--- config.mk ---
export PLATFORM = sky130hd
export DESIGN_NAME = clap_pattern_ctrl
export DESIGN_NICKNAME = d
export VERILOG_FILES = /design/src/rtl/clap_pattern_ctrl.sv
export SDC_FILE = /design/constraint.sdc
export NUM_CORES = 1
export LEC_CHECK = 0
export BUFFER_PORTS_ARGS = -buffer_cell sky130_fd_sc_hd__buf_4
export CORE_MARGIN = 2
export CORE_UTILIZATION = 55
export CTS_BUF_LIST = sky130_fd_sc_hd__clkbuf_16
export CTS_CLUSTER_DIAMETER = 30
export CTS_CLUSTER_SIZE = 14
export DETAILED_ROUTE_END_ITERATION = 12
export PLACE_DENSITY = 0.8
export SLEW_MARGIN = 20
export SYNTH_ARGS = -nofsm -noshare
export SYNTH_HDL_FRONTEND = slang
export SYNTH_SLANG_ARGS = --single-unit
--- constraint.sdc ---
create_clock -name clk_i -period 3.2 [get_ports clk_i]
set_input_delay 0.96 -clock clk_i [delete_from_list [all_inputs] [get_ports clk_i]]
set_output_delay 0.96 -clock clk_i [all_outputs]
set_load 0.02 [all_outputs]
--- src/rtl/clap_pattern_ctrl.sv ---
// Clap pattern sequencer: groups clap pulses into patterns using a post-clap
// lockout and an inter-clap gap timeout, and reports each finished pattern
// through a valid/ready handshake.
module clap_pattern_ctrl #(
    parameter int unsigned LOCKOUT_CYC = 5_000_000,
    parameter int unsigned GAP_CYC     = 50_000_000,
    parameter int unsigned MAX_CLAPS   = 4,
    parameter int unsigned TMR_W       = 27
) (
    input  logic       clk_i,
    input  logic       rst_ni,
    input  logic       en_i,
    input  logic       clap_i,
    output logic       pattern_valid_o,
    output logic [2:0] pattern_cnt_o,
    input  logic       pattern_ready_i,
    output logic       busy_o,
    output logic       dropped_o,
    output logic [1:0] state_o
);

    localparam int unsigned CNT_W = 3;
    localparam logic [TMR_W-1:0] LOCK_LAST = TMR_W'(LOCKOUT_CYC - 1);
    localparam logic [TMR_W-1:0] GAP_LAST  = TMR_W'(GAP_CYC - 1);
    localparam logic [CNT_W-1:0] CNT_MAX   = CNT_W'(MAX_CLAPS);
    localparam logic [CNT_W-1:0] CNT_ONE   = CNT_W'(1);

    typedef enum logic [1:0] {
        ST_IDLE     = 2'd0,
        ST_LOCKOUT  = 2'd1,
        ST_WAIT_GAP = 2'd2,
        ST_REPORT   = 2'd3
    } state_e;

    state_e             state_q, state_d;
    logic [TMR_W-1:0]   tmr_q, tmr_d;
    logic [CNT_W-1:0]   cnt_q, cnt_d;
    logic               dropped_d;
    logic               valid_q;
    logic [CNT_W-1:0]   pcnt_q;
    logic               busy_q;
    logic               dropped_q;

    // Next-state, timer and clap-count logic.
    always_comb begin
        state_d   = state_q;
        tmr_d     = tmr_q;
        cnt_d     = cnt_q;
        dropped_d = 1'b0;
        unique case (state_q)
            ST_IDLE: begin
                if (en_i && clap_i) begin
                    cnt_d   = CNT_ONE;
                    tmr_d   = '0;
                    // A one-clap pattern is complete as soon as it starts.
                    state_d = (CNT_MAX == CNT_ONE) ? ST_REPORT : ST_LOCKOUT;
                end
            end
            ST_LOCKOUT: begin
                if (!en_i) begin
                    state_d = ST_IDLE;
                    cnt_d   = '0;
                    tmr_d   = '0;
                end else if (tmr_q == LOCK_LAST) begin
                    tmr_d   = '0;
                    state_d = ST_WAIT_GAP;
                end else begin
                    tmr_d = tmr_q + TMR_W'(1);
                end
            end
            ST_WAIT_GAP: begin
                if (!en_i) begin
                    state_d = ST_IDLE;
                    cnt_d   = '0;
                    tmr_d   = '0;
                end else if (clap_i) begin
                    // A clap on the expiry cycle wins over the timeout.
                    cnt_d   = cnt_q + CNT_ONE;
                    tmr_d   = '0;
                    state_d = ((cnt_q + CNT_ONE) == CNT_MAX) ? ST_REPORT : ST_LOCKOUT;
                end else if (tmr_q == GAP_LAST) begin
                    tmr_d   = '0;
                    state_d = ST_REPORT;
                end else begin
                    tmr_d = tmr_q + TMR_W'(1);
                end
            end
            ST_REPORT: begin
                // Report is held regardless of en_i; claps here are lost.
                dropped_d = clap_i;
                if (pattern_ready_i) begin
                    state_d = ST_IDLE;
                    cnt_d   = '0;
                end
            end
            default: begin
                state_d = ST_IDLE;
                cnt_d   = '0;
                tmr_d   = '0;
            end
        endcase
    end

    // State, timer and counter registers.
    always_ff @(posedge clk_i or negedge rst_ni) begin
        if (!rst_ni) begin
            state_q <= ST_IDLE;
            tmr_q   <= '0;
            cnt_q   <= '0;
        end else begin
            state_q <= state_d;
            tmr_q   <= tmr_d;
            cnt_q   <= cnt_d;
        end
    end

    // Output registers, loaded from the next-state values so they track state_q.
    always_ff @(posedge clk_i or negedge rst_ni) begin
        if (!rst_ni) begin
            valid_q   <= 1'b0;
            pcnt_q    <= '0;
            busy_q    <= 1'b0;
            dropped_q <= 1'b0;
        end else begin
            valid_q   <= (state_d == ST_REPORT);
            pcnt_q    <= (state_d == ST_REPORT) ? cnt_d : '0;
            busy_q    <= (state_d != ST_IDLE);
            dropped_q <= dropped_d;
        end
    end

    assign pattern_valid_o = valid_q;
    assign pattern_cnt_o   = pcnt_q;
    assign busy_o          = busy_q;
    assign dropped_o       = dropped_q;
    assign state_o         = state_q;

endmodule

==> results.ini <==
[yosys]
yosysSeqAreaShare=0.417
syn_avg_cell_area_um2=9.71
synthFlopType=dfrtp_1
synth_edf_count=0
synth.distinct_cells=52
syn_nets=248
synth_cells=235
ys_ff_latch=38
yosysWarnings=0
synth_top_cell_area_share=0.417
yosys-top-cells-area=dfrtp_1 (42%), xor2_1 (6.5%), ha_1 (4.4%)
synth_area_um2=2280
synth_top_cell_by_area=dfrtp_1
postSynth.asyncResetShare=1.00

[finish]
layout.nets=261
mostFrequentLayoutCells=dfrtp_1 (38), nor2_1 (22), xor2_1 (17), nand3_1 (16), nand2_1 (16)
layout_commonest_cell=dfrtp_1
syn_to_final_growth_pct=11.2
drive_gt1_frac=0.149
diodes=0

[cts]
cts_tree=yes
cts_root_buf=clkbuf_16
clock_sinks=38
clk_pin_slew_worst_paths_ns=0.06
numCtsBuffers=5
htree_num_levels=2
post_cts_buffers=0
cts_resized=0
ctsHoldBuffers=0
clkLatencyLatePin_ns=0.28
ctsLongestPathBuffers=2

[min_path]
min_to=tmr_q[26]
hold_path.class=flop to flop
hold_path_depth=2
worst_hold_startpoint=tmr_q[26]

[timing]
hold_viol=0
setup_viol=0
worst_slew_pin_slew_ns=0.642
fin_crit_sh=0.769
fmax_mhz=407
fin_crit_ns=2.46
fin_tns_setup_ns=0
timing.hold.ws_ns=0.539
max_slew_margin=0.570
skew_ns=0.00363
final_max_slew_viol_count=0
fin_ws_ns=0.740
rsz0062_at_grt=false

[power_and_ir_drop]
ir_drop_uv=229
sequentialPowerShare=0.417
power_frac_clock=0.361
p_comb_frac=0.222
switching_share=0.310
p_int_w=0.000886
p_per_area_nw_per_um2=506
leakage_nw=1.14
p_sw_w=0.000397

[floorplanning]
die_w_um=68.4
coreArea_um2=4000
io_pins=13
start_util=0.571
die_h_um=68.4
num_rows=23
dieArea_um2=4680

[run]
drv_cap=0

[run_status]
status=complete, no violations

[detailed_routing]
routedWlPerCell_um=14.6
vias_per_cell=5.97
drtIter0Drc=144
routed_wl_mm=4.35
ant_nets=0
num_vias=1785
drc=0
firstDrtPassIters=4

[worst_setup_path]
r2r_end=tmr_q[22]
endpoint_kind=flop
r2r-start=state_o[0]
cp.arrival_ns=2.67
cp.required_ns=3.41
crit_type=flop to flop
r2r_slack_ns=0.74
cp-start-kind=flop
critPathMaxFanout=11
r2r_cells=7

[global_routing]
antenna_found_initial=0
overflow=0
grt_pass1_wl_mm=7.69
track_usage=0.224
grt_max_degree=39
first_global_vias=1631

[placement]
dp_slack_ns=0.550
port_buffers=12
place_hpwl_mm=2.97
routabilityCongestion=0.838

[final cells by class]
type,count,area (µm²)
Clock buffer,5,125
Clock inverter,3,12.5
Timing Repair Buffer,14,105
Fill cell,333,1460
Multi-Input combinational cell,176,1230
Sequential cell,38,951
Tap cell,50,62.6
Inverter,13,48.8
[routing by layer]
metal / vias up / global-route usage / part of all wire
li1: 869 / - / -
met1: 868 / 0.317 / 0.49
met2: 41 / 0.325 / 0.45
met3: 7 / 0.0543 / 0.037
met4: 0 / 0.0975 / 0.022
met5: - / 0 / 0
[sequential cells by signal (all words and copies together) (netlist names)]
| register | flops |
|---|---|
| dropped_o | 1 |
| tmr_q | 27 |
| cnt_q | 3 |
| pattern_cnt_o | 3 |
| pattern_valid_o | 1 |
| state_o | 2 |
| busy_o | 1 |
[worst max-delay path, cell delays in order (launching register included)]
cell	delay, ns
dfrtp_1	0.43
inv_1	0.10
ha_1	0.32
a21boi_1	0.24
nor3_4	0.39
nand3_1	0.24
or4_1	0.51
a21oi_1	0.15
[cell families after synthesis]
kind of cell    after synthesis  synth area share
compound gates               40             0.126
xor+xnor                     19            0.0729
fa+ha+maj                     8            0.0439
buf+inv                      21            0.0433
flops                        38             0.417
simple gates                109             0.297
[Yosys cell counts (2+ instances only)]
cell type,count
xnor2_1,2
xor2_1,17
nand4_1,12
a31oi_1,4
and2_1,5
o22ai_1,2
or4b_1,2
nor3_1,4
or2_2,2
a21o_1,2
and4_1,2
nor4_1,2
nor4_4,2
and3_1,5
or3_1,2
a21oi_1,9
nand2_1,16
buf_6,2
o21ai_0,9
a211oi_1,2
ha_1,8
clkbuf_1,3
o31ai_1,4
nand3_1,16
or4_1,3
inv_1,13
nor3_4,2
nor2_1,22
dfrtp_1,38
[through the flow]
stage                     total power [W]  instances   util  instance area, µm²
after floorplan                  0.000765        235      -                2280
after global placement           0.000823        291  0.600                2400
after detailed placement         0.000829        291  0.600                2400
after CTS                         0.00129        299  0.634                2540
after global routing              0.00136        299  0.634                2540
final                             0.00128        299  0.634                2540
[how the worst max path moves through the flow]
stage,cells after the start,end,start
after CTS,7,tmr_q[22],state_o[0]
after global routing,7,tmr_q[22],state_o[0]
after detailed placement,6,tmr_q[22],en_i
final,7,tmr_q[22],state_o[0]
after floorplan,6,tmr_q[22],en_i
after global placement,6,tmr_q[24],en_i
[power by group through the flow]
stage | Sequential, W | Combinational, W | Clock [W]
after floorplan | 0.000553 | 0.000212 | 0
after global placement | 0.000543 | 0.000280 | 0
after detailed placement | 0.000544 | 0.000285 | 0
after CTS | 0.000536 | 0.000286 | 0.000472
after global routing | 0.000541 | 0.000319 | 0.000498
final | 0.000535 | 0.000284 | 0.000464
(Power assumes the default switching activity.)
